--- config.mk ---
export PLATFORM = sky130hd
export DESIGN_NAME = trail_writer_flat
export DESIGN_NICKNAME = d
export VERILOG_FILES = /design/src/rtl/tron_pkg.sv /design/src/rtl/trail_writer_if.sv /design/src/rtl/pix_addr.sv /design/src/rtl/trail_writer.sv /design/src/flat_wrapper.sv
export SDC_FILE = /design/constraint.sdc
export NUM_CORES = 1
export LEC_CHECK = 0
export CORE_MARGIN = 2
export CORE_UTILIZATION = 52
export CTS_CLUSTER_DIAMETER = 120
export DETAILED_ROUTE_END_ITERATION = 12
export DONT_BUFFER_PORTS = 1
export GPL_ROUTABILITY_DRIVEN = 0
export PLACE_DENSITY_LB_ADDON = 0.3
export SLEW_MARGIN = 30
export SYNTH_ARGS = -nofsm -noshare
export SYNTH_HDL_FRONTEND = slang
export SYNTH_HIERARCHICAL = 1
export SYNTH_SLANG_ARGS = --single-unit
--- constraint.sdc ---
create_clock -name Clk -period 3.1 [get_ports Clk]
set_input_delay 0.31 -clock Clk [delete_from_list [all_inputs] [get_ports Clk]]
set_output_delay 0.31 -clock Clk [all_outputs]
set_load 0.01 [all_outputs]
--- src/rtl/tron_pkg.sv ---
// ============================================================================
// Module : tron_pkg
// Brief  : Shared frame-buffer geometry, colour codes and trail_writer states.
// Rev    : 1.0  initial release
// ============================================================================
`default_nettype none

package tron_pkg;

   localparam int H_RES          = 640;
   localparam int V_RES          = 480;
   localparam int WORDS_PER_LINE = 320;
   localparam int ADDR_W         = 19;
   localparam int FB_WORDS       = 153600;

   typedef enum logic [3:0] {
      BG         = 4'h8,
      BLUE_TRAIL = 4'h2,
      RED_TRAIL  = 4'h4
   } colour_t;

   typedef enum logic [2:0] {
      IDLE    = 3'd0,
      CLEAR   = 3'd1,
      SAMPLE  = 3'd2,
      WRITE_B = 3'd3,
      WRITE_R = 3'd4
   } state_t;

   // Both pixels of a word share one colour, so a trail write never needs a read.
   function automatic logic [15:0] trail_word(input colour_t c);
      return {4'h0, c, 4'h0, c};
   endfunction

endpackage

`default_nettype wire

--- src/rtl/trail_writer_if.sv ---
// ============================================================================
// Module : trail_writer_if
// Brief  : Frame RAM write port (enable, word address, write word).
// Rev    : 1.0  initial release
// ============================================================================
`default_nettype none

interface trail_writer_if;

   logic                          WE;
   logic [tron_pkg::ADDR_W-1:0]   write_address;
   logic [15:0]                   Data_In;

   modport master (output WE, output write_address, output Data_In);
   modport slave  (input  WE, input  write_address, input  Data_In);

endinterface

`default_nettype wire

--- src/rtl/pix_addr.sv ---
// ============================================================================
// Module : pix_addr
// Brief  : Maps a pixel position to its frame word address (x/2 + y*320).
// Rev    : 1.0  initial release
// ============================================================================
`default_nettype none

module pix_addr
   import tron_pkg::*;
(
   input  wire logic [9:0]        x,
   input  wire logic [9:0]        y,
   output logic      [ADDR_W-1:0] addr
);

   // y*320 as two shifts, done at full address width so nothing truncates.
   assign addr = ADDR_W'(x >> 1) + (ADDR_W'(y) << 8) + (ADDR_W'(y) << 6);

endmodule

`default_nettype wire

--- src/rtl/trail_writer.sv ---
// ============================================================================
// Module : trail_writer
// Brief  : Frame-buffer writer: full background clear and per-frame bike trails.
// Rev    : 1.0  initial release
// ============================================================================
`default_nettype none

module trail_writer
   import tron_pkg::*;
#(
   parameter int CLEAR_WORDS = FB_WORDS
)
(
   input  wire logic         Clk,
   input  wire logic         Reset,
   input  wire logic         frame_clk,
   input  wire logic         clear_req,
   input  wire logic         blue_en,
   input  wire logic         red_en,
   input  wire logic [9:0]   Blue_X_real,
   input  wire logic [9:0]   Blue_Y_real,
   input  wire logic [9:0]   Red_X_real,
   input  wire logic [9:0]   Red_Y_real,
   trail_writer_if.master    fb,
   output logic              busy,
   output logic              clear_done
);

   localparam logic [ADDR_W-1:0] c_last_addr = ADDR_W'(CLEAR_WORDS - 1);

   state_t              r_state;
   state_t              w_next_state;
   logic [2:0]          r_sync;
   logic                w_tick;
   logic                r_we;
   logic [ADDR_W-1:0]   r_addr;
   logic [15:0]         r_data;
   logic                r_busy;
   logic                r_done;
   logic                w_we;
   logic [ADDR_W-1:0]   w_addr;
   logic [15:0]         w_data;
   logic                w_done;
   logic [ADDR_W-1:0]   w_clr_next;
   logic [9:0]          r_red_x;
   logic [9:0]          r_red_y;
   logic                r_red_en;
   logic [ADDR_W-1:0]   w_blue_addr;
   logic [ADDR_W-1:0]   w_red_addr;
   logic                w_blue_ok;
   logic                w_red_ok;

   pix_addr u_blue_addr (.x(Blue_X_real), .y(Blue_Y_real), .addr(w_blue_addr));
   pix_addr u_red_addr  (.x(r_red_x),     .y(r_red_y),     .addr(w_red_addr));

   // Rising edge of the twice-synchronised frame clock.
   assign w_tick     = r_sync[1] & ~r_sync[2];
   assign w_clr_next = r_addr + ADDR_W'(1);

   // Blue is consumed in the SAMPLE cycle straight into the output registers,
   // so only the red position needs holding for the following cycle.
   assign w_blue_ok = blue_en && (Blue_X_real < 10'(H_RES)) && (Blue_Y_real < 10'(V_RES));
   assign w_red_ok  = r_red_en && (r_red_x < 10'(H_RES)) && (r_red_y < 10'(V_RES));

   always_comb begin
      w_next_state = r_state;
      w_we         = 1'b0;
      w_addr       = r_addr;
      w_data       = r_data;
      w_done       = 1'b0;
      case (r_state)
         IDLE: begin
            if (clear_req) begin
               w_next_state = CLEAR;
               w_we         = 1'b1;
               w_addr       = '0;
               w_data       = trail_word(BG);
               w_done       = (c_last_addr == '0);
            end else if (w_tick) begin
               w_next_state = SAMPLE;
            end
         end
         CLEAR: begin
            if (r_addr == c_last_addr) begin
               w_next_state = IDLE;
            end else begin
               w_we   = 1'b1;
               w_addr = w_clr_next;
               w_done = (w_clr_next == c_last_addr);
            end
         end
         SAMPLE: begin
            w_next_state = WRITE_B;
            if (w_blue_ok) begin
               w_we   = 1'b1;
               w_addr = w_blue_addr;
               w_data = trail_word(BLUE_TRAIL);
            end
         end
         WRITE_B: begin
            w_next_state = WRITE_R;
            if (w_red_ok) begin
               w_we   = 1'b1;
               w_addr = w_red_addr;
               w_data = trail_word(RED_TRAIL);
            end
         end
         WRITE_R: w_next_state = IDLE;
         default: w_next_state = IDLE;
      endcase
   end

   always_ff @(posedge Clk or negedge Reset) begin
      if (!Reset) begin
         r_state  <= IDLE;
         r_sync   <= '0;
         r_we     <= 1'b0;
         r_addr   <= '0;
         r_data   <= '0;
         r_busy   <= 1'b0;
         r_done   <= 1'b0;
         r_red_x  <= '0;
         r_red_y  <= '0;
         r_red_en <= 1'b0;
      end else begin
         r_state <= w_next_state;
         r_sync  <= {r_sync[1:0], frame_clk};
         r_we    <= w_we;
         r_addr  <= w_addr;
         r_data  <= w_data;
         r_busy  <= (w_next_state != IDLE);
         r_done  <= w_done;
         if (r_state == SAMPLE) begin
            r_red_x  <= Red_X_real;
            r_red_y  <= Red_Y_real;
            r_red_en <= red_en;
         end
      end
   end

   assign fb.WE            = r_we;
   assign fb.write_address = r_addr;
   assign fb.Data_In       = r_data;
   assign busy             = r_busy;
   assign clear_done       = r_done;

endmodule

`default_nettype wire

--- src/flat_wrapper.sv ---
// flat-port wrapper written by rule: the top's interface ports become plain ports
module trail_writer_flat import tron_pkg::*;
#(
   parameter int CLEAR_WORDS = FB_WORDS
)
  (Clk, Reset, frame_clk, clear_req, blue_en, red_en, Blue_X_real, Blue_Y_real, Red_X_real, Red_Y_real, busy, clear_done, fb_WE, fb_write_address, fb_Data_In);
  trail_writer_if fb_i ();
  input  wire logic Clk;
  input  wire logic Reset;
  input  wire logic frame_clk;
  input  wire logic clear_req;
  input  wire logic blue_en;
  input  wire logic red_en;
  input  wire logic [9:0] Blue_X_real;
  input  wire logic [9:0] Blue_Y_real;
  input  wire logic [9:0] Red_X_real;
  input  wire logic [9:0] Red_Y_real;
  output logic busy;
  output logic clear_done;
  output wire logic [$bits(fb_i.WE)-1:0] fb_WE;
  output wire logic [$bits(fb_i.write_address)-1:0] fb_write_address;
  output wire logic [$bits(fb_i.Data_In)-1:0] fb_Data_In;
  assign fb_WE = fb_i.WE;
  assign fb_write_address = fb_i.write_address;
  assign fb_Data_In = fb_i.Data_In;
  trail_writer #(.CLEAR_WORDS(CLEAR_WORDS)) u_core (.Clk(Clk), .Reset(Reset), .frame_clk(frame_clk), .clear_req(clear_req), .blue_en(blue_en), .red_en(red_en), .Blue_X_real(Blue_X_real), .Blue_Y_real(Blue_Y_real), .Red_X_real(Red_X_real), .Red_Y_real(Red_Y_real), .fb(fb_i), .busy(busy), .clear_done(clear_done));
endmodule
**Word level (Yosys, flattened, before mapping)**

Cells that the tools add are included.

- Register bits after elaboration: 65
- Bits of input ports: 46
- Output and inout bits: 38

- $add $sub $neg: 5
- Magnitude comparators: 4
- Equal/unequal tests: 9
- Multiplexer cells: 20
- Bitwise gates (word level): 2
- Reductions and logical operators: 10

Operator list:

| operator | number |
|---|---|
| 2-to-1 mux 19 bit | 4 |
| one-hot mux 19 bit (4 select lines) | 1 |
| 2-to-1 mux 16 bit | 3 |
| one-hot mux 16 bit (3 select lines) | 1 |
| adder 19 x 16 -> 19 bit | 2 |
| adder 9 x 18 -> 19 bit | 2 |
| == test 19 x 18 -> 1 bit, second input constant | 2 |
| < comparator 10 bit, second input constant | 2 |
| < comparator 10 x 9 -> 1 bit, second input constant | 2 |
| adder 19 x 1 -> 19 bit, second input constant | 1 |
| one-hot mux 3 bit (4 select lines) | 1 |
| 2-to-1 mux 3 bit | 3 |
| == test 3 x 2 -> 1 bit, second input constant | 2 |
| 2-to-1 mux 1 bit | 6 |
| nonzero test 3 bit | 2 |
| AND reduction 5 bit | 1 |
| logical AND 1 bit | 4 |
| inequality test 2 x 1 -> 1 bit, second input constant | 2 |
| inequality test 2 bit, second input constant | 2 |
| one-hot mux 1 bit (4 select lines) | 1 |
| AND reduction 4 bit | 1 |
| nonzero test 4 bit | 1 |
| == test 3 x 1 -> 1 bit, second input constant | 1 |
| logical NOT 3 bit | 1 |
| other kinds (2) | 2 |

**Logic depth before layout (Yosys ltp)**

Gate-level depths: netlist of the first run.

- Depth after elaboration: 6
- Depth in mapped cells: 12

**Modules after synthesis**

Netlist of the first run, hierarchy kept.

Modules (own cells, without submodules):

| module | instances | cells an instance | area each (sq um) |
|---|---|---|---|
| trail_writer | 1 | 306 | 2997.9 |
| pix_addr (u_core.u_red_addr) | 1 | 89 | 705.7 |
| pix_addr (u_core.u_blue_addr) | 1 | 71 | 601.8 |

**Least setup slack after synthesis of the first run**

No wires, ideal clock.

- Path kind: input to register
- Start: input port Blue_Y_real[0]
- End: register u_core.r_addr[17], in the netlist u_core/fb.write_address[17]
- Setup time: 127 ps
- Arrival: 2573 ps
- Required time: 2973 ps
- Setup slack: 400 ps
- Stages: 11
- Path through: inv_1 > fa_1 > inv_1 > fa_1 > a21o_1 > a221oi_2 > o21ai_1 > a21oi_1 > xnor2_1 > a222oi_1 > o21ai_1

- Word-level cells in the longest chain between the ends: 4

Ends and longest elaborated chain:

| element | line | text |
|---|---|---|
| from (decl) | flat_wrapper.sv:15 | `input wire logic [9:0] Blue_Y_real;` |
| adder 9 x 18 -> 19 bit | pix_addr.sv:17 | `assign addr = ADDR_W'(x >> 1) + (ADDR_W'(y) << 8) + (ADDR_W'(y) << 6);` |
| adder 19 x 16 -> 19 bit * | pix_addr.sv:17 |  |
| named net u_core.w_blue_addr[17] | trail_writer.sv:48 | `logic [ADDR_W-1:0] w_blue_addr;` |
| 2-to-1 mux 19 bit * | trail_writer.sv:94 | `if (w_blue_ok) begin` |
| one-hot mux 19 bit (4 select lines) * | trail_writer.sv:71 | `case (r_state)` |
| to (signal assigned) | trail_writer.sv:129 | `r_addr <= w_addr;` |
| to (decl) | trail_writer.sv:36 | `logic [ADDR_W-1:0] r_addr;` |

Mark *: on every way through the listed nets, which the timed path passes. The rest lies on a longest branch. The select of a mux whose other input is x is not followed.
A chain may end at the register's enable or synchronous reset.

**Final worst setup path of the first run**

- Start: register u_core.r_red_y[0]
- End: register u_core.r_addr[18], in the netlist u_core/fb.write_address[18]

- Word-level cells in the longest chain between the ends: 4

Ends and longest elaborated chain:

| element | line | text |
|---|---|---|
| from (decl) | trail_writer.sv:46 | `logic [9:0] r_red_y;` |
| from (signal assigned) | trail_writer.sv:135 | `r_red_y <= Red_Y_real;` |
| adder 9 x 18 -> 19 bit | pix_addr.sv:17 |  |
| adder 19 x 16 -> 19 bit * | pix_addr.sv:17 |  |
| named net u_core.w_red_addr[18] | trail_writer.sv:49 | `logic [ADDR_W-1:0] w_red_addr;` |
| 2-to-1 mux 19 bit * | trail_writer.sv:102 | `if (w_red_ok) begin` |
| one-hot mux 19 bit (4 select lines) * | trail_writer.sv:71 |  |

Marked as above.

==> flow_summary.json, run 1 <==
{
  "worst_setup_path_endpoint": "u_core/fb.write_address[18]",
  "buffer_ports.inserted": 0,
  "tritoncts_num_sinks": 51,
  "std_cell_rows": 33,
  "hpwl_um": 7560,
  "max_cap_violations": 0,
  "power.ir.vdd_worst_v": 0.000177,
  "worst-endpoint-arrival_ns": 3.03,
  "area_of_the_mapped_netlist_sq_um": 4270,
  "post-route-min-period_ns": 2.83,
  "placedCellCount": 540,
  "final_max_slew_viol_count": 0,
  "groute.usage.overall_pct": 23.1,
  "regToRegEndpoint": "u_core/fb.write_address[18]",
  "layout.cell_area.non_filler_sq_um": 4330,
  "ctsLongestPathBuffers": 2,
  "drc_marker_count_from_the_first_detailed_route_iteration": 273,
  "final_antenna_net_count": 0,
  "filler_cell_count": 767,
  "worst_r2r_path_depth": 11,
  "syn-mean-instance-area_sq_um": 9.20,
  "design.die.area_sq_um": 8950,
  "timing.critical_path.from_type": "register",
  "final-hold-violation-count": 0,
  "final-setup-viol-count": 0,
  "drt-total-wl_um": 10000,
  "data_required_critical_path_ns": 3.29,
  "most_numerous_cell_on_the_critical_path": "sky130_fd_sc_hd__inv_1",
  "criticalPathCategory": "reg2reg",
  "cts_tree": "built",
  "critical-path-max-stage-delay_ns": 0.53,
  "clockRootBuffer": "sky130_fd_sc_hd__clkbuf_8",
  "die-height_um": 94.6,
  "timing.final.ws_setup_ns": 0.265,
  "crit-reg2reg-launch": "u_core/r_red_y[0]",
  "die_x_um": 94.6,
  "number_of_setup_buffers_added_after_cts": 0,
  "htree_levels": 2,
  "initial_antenna_violation_count": 1,
  "grt_max_degree": 52,
  "number_of_search_and_repair_iterations_in_the_first_detailed_routing_pass": 6,
  "setup.worst_path.start": "u_core/r_red_y[0]",
  "vias": 3408,
  "achievable_frequency_ghz": 0.353,
  "warnings_synthesis": 6,
  "power_density_nw_per_um2": 290,
  "number_of_global_route_vias_before_repair": 3255,
  "core_area_sq_um": 8090,
  "outcome": "completed",
  "rrSetupSlack_ns": 0.27,
  "pin_count": 84,
  "clk-insertion-delay-late_ns": 0.31,
  "place_area_sq_um": 4180,
  "global_route.overflow_total": 0,
  "tightestPinTransition_ns": 0.698,
  "critical_path.cell_chain": "inv_1 > fa_1 > inv_1 > ha_1 > a211oi_2 > o21bai_2 > a211oi_1 > o21ai_0 > a22oi_1 > o31a_1 > o21ai_1",
  "num-nets-final": 535,
  "critPathMaxFanout": 4,
  "avgRoutedWirePerCell_um": 18.2,
  "worstHoldPathType": "in2reg",
  "dpl_worst_slack_ns": 0.179,
  "totalNegativeSetupSlack_ns": 0,
  "antennaDiodeCount": 0,
  "detail_route.drc_violations": 0,
  "drive_gt1_share_pct": 11.9,
  "worst_clock_skew_ns": 0.00953,
  "route.detailed.vias_per_inst": 6.19,
  "clk_pin_slew_worst_paths_ns": 0.10,
  "most-common-layout-cells": "51 x sky130_fd_sc_hd__dfrtp_1, 40 x sky130_fd_sc_hd__ha_1, 32 x sky130_fd_sc_hd__nand2_1",
  "power_leakage_nw": 1.97,
  "cp-end-kind": "register",
  "postSynthCellCount": 464,
  "tritoncts.num_buffers": 5,
  "most_common_library_cell_in_the_layout_ignoring_fill_and_taps": "sky130_fd_sc_hd__dfrtp_1",
  "finalCritPeriodShare_pct": 91.4,
  "slowest_stage": "sky130_fd_sc_hd__fa_1",
  "grt_pass1_wl_um": 16200,
  "syn_to_final_growth_pct": 1.44,
  "max_slew_margin_pct": 53.5,
  "grt_setup_unrepaired": "false",
  "final_cell_count_no_fill": 551,
  "initial_core_util_pct": 52.8
}
-- worst min path at each step --
stage                        from                          to  slack, ns  cells after the start
floorplan                   Reset                 u_core/busy       0.01                      0
global placement            Reset                u_core/fb.WE       0.02                      0
detailed placement          Reset  u_core/fb.write_address[5]       0.02                      0
CTS                     frame_clk            u_core/r_sync[0]       0.01                      0
global route        Red_X_real[7]           u_core/r_red_x[7]       0.13                      1
finish              Red_X_real[6]           u_core/r_red_x[6]       0.14                      1
-- layout make-up --
cell class / count / area, sq um / share of cell area [%]
multi-input combinational: 360 / 2660 / 61.5
sequential: 51 / 1280 / 29.5
tap: 105 / 131 / 3.03
timing repair buffer: 9 / 92.6 / 2.14
clock buffer: 6 / 82.6 / 1.91
inverter: 18 / 67.6 / 1.56
clock inverter: 2 / 16.3 / 0.376
-- per-layer routing --
| metal | global-route usage (%) | share of wire [%] |
|---|---|---|
| met3 | 5.19 | 6.7 |
| met1 | 29.9 | 42 |
| met4 | 6.88 | 1.9 |
| met2 | 38.4 | 49 |
| met5 | 0 | 0.13 |
-- report_power, final --
part           switching [mW]  internal (mW)  total (mW)
sequential           0.000703          0.667       0.667
combinational          0.0977         0.0695       0.167
clock                   0.236          0.183       0.419
-- per-stage QoR --
stage / utilization [%] / total power [mW] / hold WS (ns)
finish: 53.5 / 1.25 / 0.140
CTS: 53.4 / 1.26 / 0.0125
detailed placement: 51.7 / 0.827 / 0.0154
global placement: 51.7 / 0.824 / 0.0155
floorplan: - / 0.811 / 0.0144
global route: 53.5 / 1.31 / 0.127
-- worst max-delay path: cells and delay by family, from the launching register on --
kind | cells | cell delay, ns
flops | 1 | 0.38
buf+inv | 2 | 0.14
compound gates | 7 | 1.35
fa+ha+maj | 2 | 0.86
-- sequential cells by signal, summed over array words and instances (netlist names) --
register                 cells
u_core/fb.WE                 1
u_core/r_red_en              1
u_core/r_red_x               9
u_core/clear_done            1
u_core/fb.write_address     19
u_core/r_sync                3
u_core/fb.Data_In            3
u_core/r_state               3
u_core/r_red_y              10
u_core/busy                  1
-- timing repair --
item                                    4_1_cts  5_1_grt
endpoints found under the hold margin        51        1
hold buffers                                  2        1
gates resized for setup                       0        0
endpoints found under the setup margin        0        0
Note: power is estimated with default switching activity, not from simulation.
==> run 2: changes to the inputs <==
==> constraint.sdc (replaced) <==
create_clock -name Clk -period 3.2 [get_ports Clk]
set_input_delay 0.32 -clock Clk [delete_from_list [all_inputs] [get_ports Clk]]
set_output_delay 0.32 -clock Clk [all_outputs]
set_load 0.01 [all_outputs]
==> run 2 against run 1 <==
Routed wire length increased by 0.60%. Die area is the same. Combinational power fell by 3%. Worst setup slack better by 0.049 ns.
==> flow_summary.json, run 2 (synthesized netlist as in run 1, its figures left out) <==
{
  "final-hold-violation-count": 0,
  "post_cts_resize_count": 0,
  "worst-endpoint-arrival_ns": 3.06,
  "share_comb_of_total_power_pct": 13.8,
  "die_x_um": 94.6,
  "syn_to_final_growth_pct": 0.879,
  "worstHoldPathType": "in2reg",
  "power_density_nw_per_um2": 274,
  "grt_pass1_wl_um": 16000,
  "initial_core_util_pct": 52.8,
  "max_slew_margin_pct": 54.2,
  "totalNegativeSetupSlack_ns": 0,
  "tritoncts_num_sinks": 51,
  "internal_power_mw": 0.866,
  "power.ir.vdd_worst_v": 0.000173,
  "seq_power_share_pct": 54.8,
  "data_required_critical_path_ns": 3.37,
  "grt_max_degree": 52,
  "cts_tree": "built",
  "vias": 3443,
  "clk-insertion-delay-late_ns": 0.31,
  "htree_levels": 2,
  "core_area_sq_um": 8090,
  "ctsLongestPathBuffers": 2,
  "final-setup-viol-count": 0,
  "final_max_slew_viol_count": 0,
  "pin_count": 84,
  "tightestPinTransition_ns": 0.688,
  "largest_register_ff_count": 19,
  "drt-total-wl_um": 10100,
  "number_of_global_route_vias_before_repair": 3084,
  "design.die.area_sq_um": 8950,
  "antennaDiodeCount": 0,
  "worst_clock_skew_ns": 0.0102,
  "timing.critical_path.from_type": "register",
  "final_antenna_net_count": 0,
  "initial_antenna_violation_count": 1,
  "cp-end-kind": "register",
  "number_of_search_and_repair_iterations_in_the_first_detailed_routing_pass": 5,
  "grt_setup_unrepaired": "false",
  "achievable_frequency_ghz": 0.347,
  "finalCritPeriodShare_pct": 90.2,
  "avgRoutedWirePerCell_um": 18.3,
  "tritoncts.num_buffers": 5,
  "pwr-share-clk_pct": 31.4,
  "max_cap_violations": 0,
  "drc_marker_count_from_the_first_detailed_route_iteration": 205,
  "global_route.overflow_total": 0,
  "num-nets-final": 534,
  "outcome": "completed",
  "post-route-min-period_ns": 2.89,
  "clk_pin_slew_worst_paths_ns": 0.09,
  "power_switching_share_pct": 26.6,
  "most_common_library_cell_in_the_layout_ignoring_fill_and_taps": "sky130_fd_sc_hd__dfrtp_1",
  "critPathMaxFanout": 3,
  "die-height_um": 94.6,
  "detail_route.drc_violations": 0,
  "criticalPathCategory": "reg2reg",
  "drive_gt1_share_pct": 11.7,
  "power_leakage_nw": 1.96,
  "buffer_ports.inserted": 0,
  "route.detailed.vias_per_inst": 6.26,
  "hpwl_um": 7620,
  "layout.cell_area.non_filler_sq_um": 4310,
  "groute.usage.overall_pct": 23.0,
  "p_sw_mw": 0.313,
  "clockRootBuffer": "sky130_fd_sc_hd__clkbuf_8",
  "most-common-layout-cells": "51 x sky130_fd_sc_hd__dfrtp_1, 40 x sky130_fd_sc_hd__ha_1, 32 x sky130_fd_sc_hd__nand2_1",
  "std_cell_rows": 33,
  "place_area_sq_um": 4180,
  "rrSetupSlack_ns": 0.31
}
## run 2: what timing repair did
action,CTS,global route
hold buffers,2,0
buffers inserted,0,0
hold endpoints to repair,51,0
## run 2: through the flow
| stage | instances | utilization [%] | hold WS, ns | power (mW) | setup slack, ns |
|---|---|---|---|---|---|
| global route | 550 | 53.2 | 0.0103 | 1.24 | 0.136 |
| detailed placement | 540 | 51.7 | 0.0255 | 0.802 | 0.256 |
| global placement | 540 | 51.7 | 0.0255 | 0.798 | 0.303 |
| floorplan | 473 | - | 0.0244 | 0.785 | 0.490 |
| CTS | 550 | 53.2 | 0.0247 | 1.19 | 0.328 |
| finish | 550 | 53.2 | 0.0398 | 1.18 | 0.314 |
## run 2: layout make-up
| cell class | instances | area [sq um] |
|---|---|---|
| fillers | 777 | 3790 |
| multi-input cells | 360 | 2660 |
| flip-flops and latches | 51 | 1280 |
| well taps | 105 | 131 |
| repair buffers | 8 | 82.6 |
| clock buffers | 6 | 72.6 |
| inverters | 18 | 67.6 |
| clock inverters | 2 | 12.5 |
## run 2: path summary, 6_finish.rpt
check / startpoint / end / cells past startpoint
min reg2reg: u_core/r_sync[0] / u_core/r_sync[1] / 0
min in group asynchronous: Reset / u_core/fb.write_address[5] / 2
min: frame_clk / u_core/r_sync[0] / 0
max in group asynchronous: Reset / u_core/r_red_x[8] / 2
max reg2reg: u_core/r_red_y[0] / u_core/fb.write_address[15] / 10
max: u_core/r_red_y[0] / u_core/fb.write_address[15] / 10
## run 2: power groups by stage
| stage | clock network, mW | logic [mW] | registers [mW] |
|---|---|---|---|
| after floorplan | 0 | 0.126 | 0.659 |
| after global placement | 0 | 0.139 | 0.659 |
| after detailed placement | 0 | 0.142 | 0.659 |
| after CTS | 0.385 | 0.161 | 0.646 |
| after global routing | 0.410 | 0.179 | 0.647 |
| final | 0.370 | 0.162 | 0.646 |
## run 2: critical path: stages (launching register included)
cell and delay [ns]:
sky130_fd_sc_hd__dfrtp_1 0.38, sky130_fd_sc_hd__inv_1 0.07, sky130_fd_sc_hd__fa_1 0.53, sky130_fd_sc_hd__inv_1 0.06, sky130_fd_sc_hd__fa_1 0.47, sky130_fd_sc_hd__a211oi_1 0.37, sky130_fd_sc_hd__o21bai_1 0.15, sky130_fd_sc_hd__a221oi_2 0.25
sky130_fd_sc_hd__xnor2_1 0.09, sky130_fd_sc_hd__a221oi_1 0.27, sky130_fd_sc_hd__o21ai_1 0.10
## run 2: routing by layer
| metal | vias up | wire (um) | GRT usage [%] |
|---|---|---|---|
| met5 | - | 11 | 0 |
| met4 | 2 | 244 | 7.61 |
| met3 | 18 | 700 | 5.03 |
| met2 | 144 | 4880 | 37.0 |
| met1 | 1665 | 4250 | 30.8 |
| li1 | 1614 | - | - |
==> run 3: changes to the inputs <==
--- a/config.mk
+++ b/config.mk
@@ -12,6 +12,7 @@
 export DONT_BUFFER_PORTS = 1
 export GPL_ROUTABILITY_DRIVEN = 0
 export PLACE_DENSITY_LB_ADDON = 0.3
+export REMOVE_ABC_BUFFERS = 1
 export SLEW_MARGIN = 30
 export SYNTH_ARGS = -nofsm -noshare
 export SYNTH_HDL_FRONTEND = slang
==> run 3 against run 2 <==
Sequential power about the same. Clock skew decreased by 0.00065 ns. Combinational power about the same. Global-route usage decreased by 1.2 points. Clock power increased by 7.8%. Die area unchanged. Non-clock buffer count unchanged. First-iteration DRC count decreased by 26%. Largest power group unchanged. Highest routed layer is now met4.
==> flow_summary.json, run 3 (synthesized netlist as in run 1, its figures left out) <==
{
  "drt-total-wl_um": 9570,
  "number_of_setup_buffers_added_after_cts": 0,
  "totalNegativeSetupSlack_ns": 0,
  "syn_to_final_growth_pct": 1.14,
  "cts_tree": "built",
  "number_of_global_route_vias_before_repair": 3136,
  "clockRootBuffer": "sky130_fd_sc_hd__clkbuf_8",
  "route.detailed.vias_per_inst": 6.13,
  "global_route.overflow_total": 0,
  "final-setup-viol-count": 0,
  "power_leakage_nw": 1.97,
  "number_of_search_and_repair_iterations_in_the_first_detailed_routing_pass": 5,
  "worst_clock_skew_ns": 0.00958,
  "vias": 3372,
  "data_required_critical_path_ns": 3.37,
  "globalRouteMet1Util_pct": 30.1,
  "most_common_library_cell_in_the_layout_ignoring_fill_and_taps": "sky130_fd_sc_hd__dfrtp_1",
  "postLayoutCoreUtil_pct": 53.4,
  "finalCritPeriodShare_pct": 89.4,
  "grt_pass1_wl_um": 15500,
  "core_area_sq_um": 8090,
  "power.ir.vdd_worst_v": 0.000212,
  "groute.usage.overall_pct": 21.8,
  "tritoncts_num_sinks": 51,
  "drc_marker_count_from_the_first_detailed_route_iteration": 151,
  "design.die.area_sq_um": 8950,
  "filler_cell_count": 770,
  "clk-insertion-delay-late_ns": 0.30,
  "clk_pin_slew_worst_paths_ns": 0.10,
  "grtUsageMet3_pct": 5.19,
  "grt_max_degree": 52,
  "die-height_um": 94.6,
  "grt_setup_unrepaired": "false",
  "hpwl_um": 7230,
  "std_cell_rows": 33,
  "worstHoldPathType": "in2reg",
  "critPathMaxFanout": 3,
  "hold_ws_ns": 0.0348,
  "layout.cell_area.non_filler_sq_um": 4320,
  "grt-busiest-layer": "met2",
  "final-hold-violation-count": 0,
  "place_area_sq_um": 4180,
  "design_power_total_mw": 1.21,
  "initial_core_util_pct": 52.8,
  "timing.critical_path.from_type": "register",
  "die_x_um": 94.6,
  "buffer_ports.inserted": 0,
  "worst-endpoint-arrival_ns": 3.03,
  "initial_antenna_violation_count": 0,
  "achievable_frequency_ghz": 0.350,
  "post-route-min-period_ns": 2.86,
  "largest_register_ff_count": 19,
  "antennaDiodeCount": 0,
  "criticalPathCategory": "reg2reg",
  "final_antenna_net_count": 0,
  "pin_count": 84,
  "post_cts_resize_count": 0,
  "max_slew_margin_pct": 53.8,
  "grtUsageMet2_pct": 34.0,
  "avgRoutedWirePerCell_um": 17.4,
  "tightestPinTransition_ns": 0.692,
  "cts_hold_repair.buffers": 2,
  "tritoncts.num_buffers": 5,
  "ctsLongestPathBuffers": 2,
  "detail_route.drc_violations": 0,
  "max_cap_violations": 0,
  "num-nets-final": 534,
  "most-common-layout-cells": "51 x sky130_fd_sc_hd__dfrtp_1, 40 x sky130_fd_sc_hd__ha_1, 32 x sky130_fd_sc_hd__nand2_1",
  "outcome": "completed",
  "final_max_slew_viol_count": 0,
  "cp-end-kind": "register",
  "drive_gt1_share_pct": 11.9,
  "power_density_nw_per_um2": 280,
  "htree_levels": 2
}
-- run 3: final timing paths --
check                                  start                           to  slack, ns  cells past startpoint
max                        u_core/r_red_y[0]  u_core/fb.write_address[15]       0.34                     10
max in group asynchronous              Reset  u_core/fb.write_address[15]       2.42                      2
min                                frame_clk             u_core/r_sync[0]       0.03                      0
min reg2reg                 u_core/r_sync[0]             u_core/r_sync[1]       0.36                      0
max reg2reg                u_core/r_red_y[0]  u_core/fb.write_address[15]       0.34                     10
min in group asynchronous              Reset            u_core/r_red_x[8]       0.54                      2
-- run 3: where the power goes --
group / total [mW] / internal (mW) / switching (mW)
clock network: 0.399 / 0.177 / 0.221
logic: 0.162 / 0.0658 / 0.0961
registers: 0.646 / 0.646 / 0.000542
total: 1.21 / 0.889 / 0.318
-- run 3: final cells by class --
type	instances	area, sq um	area share (%)
Sequential cell	51	1280	29.6
Inverter	18	67.6	1.56
Tap cell	105	131	3.04
Clock buffer	6	82.6	1.91
Timing Repair Buffer	8	82.6	1.91
Clock inverter	2	13.8	0.319
Multi-Input combinational cell	360	2660	61.7
-- run 3: stage by stage --
step	worst slack [ns]	instances
after global routing	0.158	550
after global placement	0.330	540
final	0.340	550
after CTS	0.358	550
after detailed placement	0.290	540
after floorplan	0.268	429
-- run 3: critical path: stages (launching register included) --
cell and delay (ns):
sky130_fd_sc_hd__dfrtp_1 0.38, sky130_fd_sc_hd__inv_1 0.07, sky130_fd_sc_hd__fa_1 0.53, sky130_fd_sc_hd__inv_1 0.07, sky130_fd_sc_hd__fa_1 0.48, sky130_fd_sc_hd__a211oi_1 0.34, sky130_fd_sc_hd__o21bai_1 0.14, sky130_fd_sc_hd__a221oi_2 0.25
sky130_fd_sc_hd__xnor2_1 0.09, sky130_fd_sc_hd__a221oi_1 0.29, sky130_fd_sc_hd__o21ai_1 0.09
-- run 3: routing by layer --
metal,share of wire [%],up-vias
li1,-,1620
met1,44,1609
met2,45,131
met3,8.4,12
met4,1.9,0
met5,0,-
